File: src/rtl/wb_flash_reader_pkg.sv
// Shared constants and helpers for the Wishbone-to-NOR-flash read bridge.
package wb_flash_reader_pkg;

   localparam logic [1:0] ST_IDLE = 2'd0;
   localparam logic [1:0] ST_READ = 2'd1;
   localparam logic [1:0] ST_ACK  = 2'd2;
   localparam logic [1:0] ST_ERR  = 2'd3;

   localparam int unsigned WB_DW  = 32;
   localparam int unsigned WAIT_W = 4;

   function automatic int unsigned beats_of(input int unsigned dw);
      return WB_DW / dw;
   endfunction

   // A single-beat bus still gets a 1-bit counter so ports keep a legal width.
   function automatic int unsigned beat_w_of(input int unsigned beats);
      return (beats > 1) ? $clog2(beats) : 1;
   endfunction

endpackage

File: src/rtl/wb_flash_reader_beat_seq.sv
// Wait-state and beat counters for one flash word; cleared whenever not running.
module wb_flash_reader_beat_seq
   import wb_flash_reader_pkg::*;
#(
   parameter int unsigned WAIT_CYC = 3,
   parameter int unsigned BEATS    = 4,
   parameter int unsigned BEAT_W   = 2
) (
   input  logic              clk,
   input  logic              rst_n,
   input  logic              run_i,
   output logic [BEAT_W-1:0] beat_q,
   output logic              sample_c,
   output logic              last_c
);

   logic [WAIT_W-1:0] wait_q, wait_d;
   logic [BEAT_W-1:0] beat_d;

   assign sample_c = run_i && (wait_q == WAIT_W'(WAIT_CYC - 1));
   assign last_c   = sample_c && (beat_q == BEAT_W'(BEATS - 1));

   always_comb begin
      wait_d = '0;
      beat_d = '0;
      if (run_i) begin
         wait_d = sample_c ? '0 : wait_q + WAIT_W'(1);
         beat_d = beat_q;
         if (sample_c) begin
            beat_d = last_c ? '0 : beat_q + BEAT_W'(1);
         end
      end
   end

   always_ff @(posedge clk or negedge rst_n) begin
      if (!rst_n) begin
         wait_q <= '0;
         beat_q <= '0;
      end else begin
         wait_q <= wait_d;
         beat_q <= beat_d;
      end
   end

endmodule

File: src/rtl/wb_flash_reader.sv
// Read-only Wishbone classic slave assembling 32-bit words from a parallel NOR flash.
module wb_flash_reader
   import wb_flash_reader_pkg::*;
#(
   parameter int unsigned FLASH_DW   = 8,
   parameter int unsigned FLASH_AW   = 22,
   parameter int unsigned WAIT_CYC   = 3,
   parameter bit          BIG_ENDIAN = 1'b1
) (
   input  logic                wb_clk_i,
   input  logic                wb_rst_ni,
   input  logic                wb_cyc_i,
   input  logic                wb_stb_i,
   input  logic                wb_we_i,
   input  logic [31:0]         wb_adr_i,
   input  logic [31:0]         wb_dat_i,
   input  logic [3:0]          wb_sel_i,
   output logic [31:0]         wb_dat_o,
   output logic                wb_ack_o,
   output logic                wb_err_o,
   output logic [FLASH_AW-1:0] flash_adr_o,
   input  logic [FLASH_DW-1:0] flash_dat_i,
   output logic                flash_ce_n,
   output logic                flash_oe_n,
   output logic                flash_we_n,
   output logic                flash_rst_n
);

   localparam int unsigned BEATS  = beats_of(FLASH_DW);
   localparam int unsigned BEAT_W = beat_w_of(BEATS);
   localparam int unsigned BYTES  = FLASH_DW / 8;
   localparam int unsigned WA_W   = FLASH_AW - 2;

   if (!(FLASH_DW == 8 || FLASH_DW == 16 || FLASH_DW == 32)) begin : g_bad_dw
      $error("wb_flash_reader: FLASH_DW must be 8, 16 or 32");
   end
   if (WAIT_CYC < 1 || WAIT_CYC > 15) begin : g_bad_wait
      $error("wb_flash_reader: WAIT_CYC must be in 1..15");
   end
   if (FLASH_AW < 3 || FLASH_AW > 31) begin : g_bad_aw
      $error("wb_flash_reader: FLASH_AW must be in 3..31");
   end

   logic [1:0]          state_q, state_d;
   logic                ack_q, ack_d, err_q, err_d;
   logic                ce_n_q, ce_n_d, oe_n_q, oe_n_d;
   logic [WA_W-1:0]     word_adr_q, word_adr_d;
   logic [FLASH_AW-1:0] fadr_q, fadr_d;
   logic [WB_DW-1:0]    shift_q, shift_d, dat_q, dat_d;
   logic [WB_DW-1:0]    word_c;
   logic [BEAT_W-1:0]   beat_q;
   logic                acc_c, run_c, sample_c, last_c;
   logic [1:0]          nx_off_c;
   int unsigned         beat_nx_c;
   logic                unused_c;

   assign acc_c    = wb_cyc_i & wb_stb_i;
   assign run_c    = (state_q == ST_READ) && acc_c;
   assign unused_c = ^{wb_dat_i, wb_sel_i, wb_adr_i[WB_DW-1:FLASH_AW], wb_adr_i[1:0]};

   wb_flash_reader_beat_seq #(
      .WAIT_CYC (WAIT_CYC),
      .BEATS    (BEATS),
      .BEAT_W   (BEAT_W)
   ) u_seq (
      .clk      (wb_clk_i),
      .rst_n    (wb_rst_ni),
      .run_i    (run_c),
      .beat_q   (beat_q),
      .sample_c (sample_c),
      .last_c   (last_c)
   );

   // Beat offset lives in the low two bits only, so it never carries into the word address.
   always_comb begin
      beat_nx_c = last_c ? 0 : 32'(beat_q) + 1;
      nx_off_c  = 2'(beat_nx_c * BYTES);
   end

   // Merge the sampled beat into its byte lane of the partial word.
   if (BEATS == 1) begin : g_single
      assign word_c = WB_DW'(flash_dat_i);
   end else begin : g_lanes
      for (genvar g = 0; g < BEATS; g++) begin : g_lane
         localparam int unsigned LANE = BIG_ENDIAN ? (BEATS - 1 - g) : g;
         assign word_c[LANE*FLASH_DW +: FLASH_DW] = (beat_q == BEAT_W'(g)) ?
            flash_dat_i : shift_q[LANE*FLASH_DW +: FLASH_DW];
      end
   end

   always_comb begin
      state_d    = state_q;
      ack_d      = 1'b0;
      err_d      = 1'b0;
      ce_n_d     = ce_n_q;
      oe_n_d     = oe_n_q;
      word_adr_d = word_adr_q;
      fadr_d     = fadr_q;
      shift_d    = shift_q;
      dat_d      = dat_q;
      case (state_q)
         ST_IDLE: begin
            if (acc_c) begin
               if (wb_we_i) begin
                  state_d = ST_ERR;
                  err_d   = 1'b1;
               end else begin
                  state_d    = ST_READ;
                  word_adr_d = wb_adr_i[FLASH_AW-1:2];
                  fadr_d     = {wb_adr_i[FLASH_AW-1:2], 2'b00};
                  ce_n_d     = 1'b0;
                  oe_n_d     = 1'b0;
               end
            end
         end
         ST_READ: begin
            if (!acc_c) begin
               state_d = ST_IDLE;
               ce_n_d  = 1'b1;
               oe_n_d  = 1'b1;
            end else if (sample_c) begin
               shift_d = word_c;
               fadr_d  = {word_adr_q, nx_off_c};
               if (last_c) begin
                  state_d = ST_ACK;
                  ack_d   = 1'b1;
                  ce_n_d  = 1'b1;
                  oe_n_d  = 1'b1;
                  dat_d   = word_c;
               end
            end
         end
         default: state_d = ST_IDLE;
      endcase
   end

   always_ff @(posedge wb_clk_i or negedge wb_rst_ni) begin
      if (!wb_rst_ni) begin
         state_q    <= ST_IDLE;
         ack_q      <= 1'b0;
         err_q      <= 1'b0;
         ce_n_q     <= 1'b1;
         oe_n_q     <= 1'b1;
         word_adr_q <= '0;
         fadr_q     <= '0;
         shift_q    <= '0;
         dat_q      <= '0;
      end else begin
         state_q    <= state_d;
         ack_q      <= ack_d;
         err_q      <= err_d;
         ce_n_q     <= ce_n_d;
         oe_n_q     <= oe_n_d;
         word_adr_q <= word_adr_d;
         fadr_q     <= fadr_d;
         shift_q    <= shift_d;
         dat_q      <= dat_d;
      end
   end

   assign wb_dat_o    = dat_q;
   assign wb_ack_o    = ack_q;
   assign wb_err_o    = err_q;
   assign flash_adr_o = fadr_q;
   assign flash_ce_n  = ce_n_q;
   assign flash_oe_n  = oe_n_q;
   assign flash_we_n  = 1'b1;
   assign flash_rst_n = wb_rst_ni;

endmodule

File: config.mk
export PLATFORM = sky130hd
export DESIGN_NAME = wb_flash_reader
export DESIGN_NICKNAME = d
export VERILOG_FILES = /design/src/rtl/wb_flash_reader_pkg.sv /design/src/rtl/wb_flash_reader_beat_seq.sv /design/src/rtl/wb_flash_reader.sv
export SDC_FILE = /design/constraint.sdc
export NUM_CORES = 1
export LEC_CHECK = 0
export CAP_MARGIN = 20
export CELL_PAD_IN_SITES_DETAIL_PLACEMENT = 1
export CELL_PAD_IN_SITES_GLOBAL_PLACEMENT = 1
export CORE_AREA = 2 2 113 115
export CTS_BUF_LIST = sky130_fd_sc_hd__clkbuf_16
export CTS_CLUSTER_DIAMETER = 200
export DETAILED_ROUTE_END_ITERATION = 16
export DIE_AREA = 0 0 115 117
export GPL_TIMING_DRIVEN = 0
export PLACE_DENSITY = 0.88
export REMOVE_ABC_BUFFERS = 1
export SLEW_MARGIN = 25
export SYNTH_ARGS = -nofsm -noshare
export SYNTH_HDL_FRONTEND = slang
export SYNTH_SLANG_ARGS = --single-unit
File: constraint.sdc
create_clock -name wb_clk_i -period 3.08 [get_ports wb_clk_i]
set_input_delay 0.616 -clock wb_clk_i [delete_from_list [all_inputs] [get_ports wb_clk_i]]
set_output_delay 0.616 -clock wb_clk_i [all_outputs]
set_load 0.02 [all_outputs]
==> out/metrics.csv, run 1 <==
metric;value;unit
initial_core_util;39.6;%
cellPowerDensity;539;nW/um^2
final_nets;519;
wl_per_cell;19.2;um
period_share;75.6;%
post-dp-hpwl;7810;um
syn2layout_area_growth;28.1;%
fin_ws;0.750;ns
setup-tns-final;0;ns
max-vdd-ir-drop;0.391;mV
drc;0;
drive_gt1_share;23.7;%
synth_compound_area_share;6.26;%
clock_latency;0.35;ns
p_switching;867;uW
fin_cells;585;
wl_met3;405;um
synth-seq-cells;109;
antenna_cells;0;
drtIter0Drc;140;
netlist_top_cells_area;dfrtp_1 55%, mux2_2 13%, mux2i_1 5.5%;
rsz0062_at_grt;false;
combPwrFrac;17.0;%
cts_root_buf;clkbuf_16;
synth_edf_count;0;
cts.clk_slew.worst_paths;0.07;ns
maxUsedRoutingLayer;met4;
start_kind;input pin;
clock_sinks;109;
grt_max_degree;78;
grt.total_usage;17.8;%
grt_pass1_wl;18200;um
hold_buffers;0;
synthCells;350;
first_pass_iters;4;
grt.overflow.total;0;
synth.avg_cell_area;13.9;sq um
slew_violations;0;
max-cap-violations;0;
gp_congestion;0.755;
cts_made_buffers;9;
arrival;2.57;ns
power.internal;2500;uW
yosys.area.top_type;dfrtp_1;
skew;0.00934;ns
ys.flop_type;dfrtp_1;
io-pin-count;141;
synth_xor_area_share;0.359;%
vias_per_cell;5.37;
synth_mux_area_share;28.1;%
end_kind;flip-flop;
die_area;13500;sq um
drtAntennaViolNets;0;
async_reset_ff_share;100;%
fin_util;50.8;%
status;complete, no violations;
fin_crit;2.33;ns
clock_path_buffers;2;
place_ws;0.338;ns
cts_htree_levels;3;
yosysWarnings;0;
p_leak;0.00276;uW
syn_area;4880;sq um
setup_viol;0;
p_clk_share;33.8;%
hp-class;in -> async;
io_buffers;91;
post-cts-setup-buffers;0;
dp_cells;571;
hold_violations;0;
die_y;117;um
num_rows;41;
crit_type;in -> reg;
synthSimpleGateAreaFrac;4.36;%
route.met2.wl;5980;um
cp.required;3.32;ns
cts_tree;yes;
wl_met1;4580;um
synth_most_common_cell;dfrtp_1;
synth_cell_type_count;35;
critPathMaxFanout;21;
hold_ws;0.138;ns
tightest_slew;0.991;ns
cts_resized;0;
seqPwrFrac;49.2;%
seq_area_frac_synth;56.0;%
synth_common_cells;108 x dfrtp_1, 56 x mux2_2, 27 x mux2i_1;
grt_pass1_vias;3468;
fmax;429;MHz
dr_total_vias;3143;
die_width;115;um
antenna_found_initial;0;
synth_top_family_by_area;multiplexers;
slew_headroom;34.0;%
core_area;12300;sq um
r2r_slack;0.86;ns
wirelength;11300;um
synth_fa_ha_area_share;1.54;%
sw_frac_of_total;25.7;%
yosysTopAreaCellShare;55.4;%
[worst paths after layout]
check	to	start	depth (start not counted)
setup / recovery	word_adr_q[19]$_DFFE_PN0P_	wb_cyc_i	4
hold / removal	wb_dat_o[8]$_DFFE_PN0P_	wb_rst_ni	1
setup reg to reg	wb_dat_o[28]$_DFFE_PN0P_	u_seq.wait_q[0]$_DFF_PN0_	7
hold reg to reg	word_adr_q[1]$_DFFE_PN0P_	word_adr_q[1]$_DFFE_PN0P_	1
max in group asynchronous	flash_oe_n$_DFFE_PN1P_	wb_rst_ni	2
min in group wb_clk_i	word_adr_q[1]$_DFFE_PN0P_	word_adr_q[1]$_DFFE_PN0P_	1
[logic make-up after synthesis]
logic type | count (synthesis)
xor+xnor | 2
mux | 119
compound gates | 53
fa+ha+maj | 6
flops | 109
buf+inv | 32
simple gates | 28
other cells | 1
[area by class of cell]
cell class                      instances  area (sq um)
Sequential cell                       109          2730
Clock inverter                          5          55.1
Timing Repair Buffer                   97          1010
Clock buffer                            9           225
Tap cell                              150           188
Fill cell                            1225          6060
Multi-Input combinational cell        209          2020
Inverter                                6          22.5
[per-layer routing]
| layer | vias up | GRT usage [%] |
|---|---|---|
| li1 | 1423 | - |
| met1 | 1629 | 21.3 |
| met2 | 72 | 30.7 |
| met3 | 19 | 4.22 |
| met4 | 0 | 8.11 |
| met5 | - | 0 |
[power groups by stage]
stage | logic [uW] | clock network (uW) | registers, uW
after floorplan | 173 | 0 | 1760
after global placement | 549 | 0 | 1670
after detailed placement | 579 | 0 | 1680
after CTS | 585 | 1160 | 1660
after global routing | 612 | 1210 | 1680
final | 574 | 1140 | 1660
[critical path: stages]
cell and delay (ns):
clkdlybuf4s50_1 0.48, nand3b_1 0.25, or2_1 0.81, mux2_2 0.41
[through the flow]
stage / total power, uW / instance area [sq um]
global route: 3500 / 6250
detailed placement: 2260 / 5970
global placement: 2220 / 5830
finish: 3370 / 6250
floorplan: 1940 / 4740
CTS: 3400 / 6250
[placed cells by master (no fill, tap or decap), types with 3 or more instances in the layout]
| master | instances |
|---|---|
| clkdlybuf4s50_1 | 90 |
| mux2_2 | 56 |
| mux2i_1 | 27 |
| inv_1 | 7 |
| nand3_4 | 3 |
| dfrtp_1 | 108 |
| nor2_1 | 8 |
| mux2_1 | 19 |
| mux2_4 | 17 |
| ha_1 | 6 |
| a31oi_1 | 24 |
| clkbuf_16 | 9 |
| nand3_1 | 3 |
| a21oi_1 | 26 |
[registers in the layout (all words and copies together), names as in the netlist, 2 cells and up]
| signal | flops |
|---|---|
| wb_dat_o | 32 |
| shift_q | 24 |
| u_seq.wait_q | 4 |
| flash_adr_o | 22 |
| word_adr_q | 20 |
| u_seq.beat_q | 2 |
| state_q | 2 |
Note: power is estimated with default switching activity, not from simulation.
==> run 2: changes to the inputs <==
--- a/config.mk
+++ b/config.mk
@@ -8,13 +8,13 @@
 export CAP_MARGIN = 20
 export CELL_PAD_IN_SITES_DETAIL_PLACEMENT = 1
 export CELL_PAD_IN_SITES_GLOBAL_PLACEMENT = 1
-export CORE_AREA = 2 2 113 115
+export CORE_AREA = 2 2 117 119
 export CTS_BUF_LIST = sky130_fd_sc_hd__clkbuf_16
 export CTS_CLUSTER_DIAMETER = 200
 export DETAILED_ROUTE_END_ITERATION = 16
-export DIE_AREA = 0 0 115 117
+export DIE_AREA = 0 0 119 121
 export GPL_TIMING_DRIVEN = 0
-export PLACE_DENSITY = 0.88
+export PLACE_DENSITY = 0.83
 export REMOVE_ABC_BUFFERS = 1
 export SLEW_MARGIN = 25
 export SYNTH_ARGS = -nofsm -noshare
==> constraint.sdc (replaced) <==
create_clock -name wb_clk_i -period 2.2 [get_ports wb_clk_i]
set_input_delay 0.44 -clock wb_clk_i [delete_from_list [all_inputs] [get_ports wb_clk_i]]
set_output_delay 0.44 -clock wb_clk_i [all_outputs]
set_load 0.02 [all_outputs]
==> out/metrics.csv, run 2 (synthesis results as in run 1) <==
metric;value;unit;change
status;complete, no violations;;unchanged
layout_commonest_cell;dfrtp_1;;unchanged
fmax;474;MHz;
seqPwrFrac;50.6;%;was 49.2%
drtAntennaViolNets;0;;unchanged
cts_htree_levels;3;;unchanged
io-pin-count;141;;unchanged
slowest_stage;a21oi_2;;was or2_1
die_area;14400;sq um;was 13500 sq um
place_ws;-0.379;ns;was 0.338 ns
initial_core_util;37.3;%;was 39.6%
period_share;95.9;%;
vias_per_cell;5.07;;was 5.37
slew_violations;0;;unchanged
cts.clk_slew.worst_paths;0.07;ns;about the same
antenna_found_initial;0;;unchanged
nFillCells;1327;;was 1225
crit_type;in -> reg;;unchanged
cts_tree;yes;;unchanged
antenna_cells;0;;unchanged
p_clk_share;31.4;%;was 33.8%
slew_headroom;50.9;%;was 34.0%
skew;0.00889;ns;was 0.00934 ns
clock_sinks;109;;unchanged
core_area;13100;sq um;was 12300 sq um
wl_per_cell;19.3;um;was 19.2 um
gp_congestion;0.764;;was 0.755
hp-class;in -> async;;unchanged
drc;0;;unchanged
p_switching;1200;uW;was 867 uW
num_rows;42;;was 41
grt_pass1_vias;3516;;was 3468
die_width;119;um;was 115 um
fin_crit;2.11;ns;
place_area;5970;sq um;about the same
layout_common_cells;108 x dfrtp_1, 90 x clkdlybuf4s50_1, 56 x mux2_2, 27 x mux2i_1, 26 x a21oi_1;;unchanged
fin_ws;0.0911;ns;was 0.750 ns
cpLargestDelayFamily;compound AO/OA/AOI/OAI gates;;was simple AND/OR/NAND/NOR gates
critPathMaxFanout;11;;was 21
cts_made_buffers;9;;unchanged
power.internal;3380;uW;was 2500 uW
max-cap-violations;0;;unchanged
io_buffers;91;;unchanged
drtIter0Drc;115;;was 140
r2r_slack;0.09;ns;was 0.86 ns
hold_violations;0;;unchanged
largest_reg_flops;32;;unchanged
hold_buffers;0;;unchanged
sw_frac_of_total;26.2;%;was 25.7%
max-vdd-ir-drop;0.322;mV;was 0.391 mV
p_leak;0.00276;uW;about the same
multi_input_area;2030;sq um;was 2020 sq um
clock_latency;0.35;ns;about the same
dp_cells;596;;was 571
post-dp-hpwl;8200;um;was 7810 um
setup_viol;0;;unchanged
dr_total_vias;3123;;was 3143
arrival;2.34;ns;was 2.57 ns
cts_root_buf;clkbuf_16;;unchanged
grt_pass1_wl;18900;um;was 18200 um
tightest_slew;0.736;ns;was 0.991 ns
first_pass_iters;4;;unchanged
wirelength;11900;um;was 11300 um
drive_gt1_share;23.9;%;was 23.7%
final_nets;522;;was 519
start_kind;input pin;;unchanged
register_area;2730;sq um;unchanged
grt.total_usage;17.0;%;was 17.8%
cellPowerDensity;732;nW/um^2;was 539 nW/um^2
critPathMaxStageDelay;0.65;ns;was 0.81 ns
combPwrFrac;17.9;%;was 17.0%
design_area;6260;sq um;was 6250 sq um
grt.overflow.total;0;;unchanged
cp.required;2.43;ns;was 3.32 ns
fin_cells;616;;was 585
fin_util;47.8;%;was 50.8%
crit_buf_inv;1;;unchanged
end_kind;flip-flop;;unchanged
die_y;121;um;was 117 um
clock_path_buffers;2;;unchanged
grt_max_degree;64;;was 78
syn2layout_area_growth;28.3;%;was 28.1%
worstPathCellList;clkdlybuf4s50_1, nand3b_1, a21oi_2, mux2_2;;was clkdlybuf4s50_1, nand3b_1, or2_1, mux2_2
-- run 2: changes by cell type in the layout (fill, tap and decap cells not counted) --
cell	change
a21oi_2	+1
buf_4	+3
and4b_2	-1
inv_1	+3
buf_16	-1
and4b_4	+1
or2_1	-1
clkinv_2	+1
clkinv_4	-2
clkinv_1	+1
bufinv_16	-1
or2_2	+1
-- run 2: area by class of cell --
cell class | instances | area share (%)
Sequential cell | 109 | 43.6
Multi-Input combinational cell | 210 | 32.4
Timing Repair Buffer | 99 | 16.1
Clock buffer | 9 | 3.60
Tap cell | 176 | 3.52
Clock inverter | 7 | 0.440
Inverter | 6 | 0.360
-- run 2: stage by stage --
step	TNS, ns	power (uW)	hold WS, ns
6_report	0	4580	0.0274
5_1_grt	-0.229	4760	0.0560
3_5_place_dp	-19.77	3180	0.414
4_1_cts	0	4650	0.0371
2_1_floorplan	-112.18	2710	0.144
3_3_place_gp	-612.90	3110	0.463
-- run 2: per-layer routing --
metal / part of all wire [%] / global-route usage (%) / up-vias
met5: 0 / 0 / -
li1: - / - / 1429
met1: 41 / 20.6 / 1619
met4: 3.2 / 8.48 / 0
met2: 53 / 29.8 / 51
met3: 2.7 / 2.44 / 24
-- run 2: worst paths after layout --
path / startpoint / to / cells after the start
setup / recovery: wb_cyc_i / flash_adr_o[12]$_DFFE_PN0P_ / 4
hold / removal: wb_rst_ni / flash_adr_o[8]$_DFFE_PN0P_ / 1
setup reg to reg: u_seq.wait_q[0]$_DFF_PN0_ / flash_adr_o[12]$_DFFE_PN0P_ / 5
hold reg to reg: word_adr_q[2]$_DFFE_PN0P_ / word_adr_q[2]$_DFFE_PN0P_ / 1
max in group asynchronous: wb_rst_ni / shift_q[10]$_DFFE_PN0P_ / 2
min in group wb_clk_i: word_adr_q[2]$_DFFE_PN0P_ / word_adr_q[2]$_DFFE_PN0P_ / 1
-- run 2: power by group through the flow --
stage,clock network [uW],logic [uW],registers [uW]
after CTS,1490,833,2320
after floorplan,0,242,2470
after detailed placement,0,826,2360
after global placement,0,781,2330
final,1440,821,2320
after global routing,1550,870,2340
-- run 2: worst reg2reg max path: stages (launching register included) --
cell and delay [ns]:
dfrtp_1 0.42, inv_1 0.07, ha_1 0.19, nand4bb_1 0.24
a21oi_2 0.66, mux2_2 0.41
-- run 2: timing repair --
| item | CTS | global route |
|---|---|---|
| setup endpoints to repair | 25 | 29 |
| gates resized for setup | 1 | 1 |
| setup buffers | 3 | 0 |
| gates cloned | 0 | 1 |
| pin swaps | 1 | 0 |
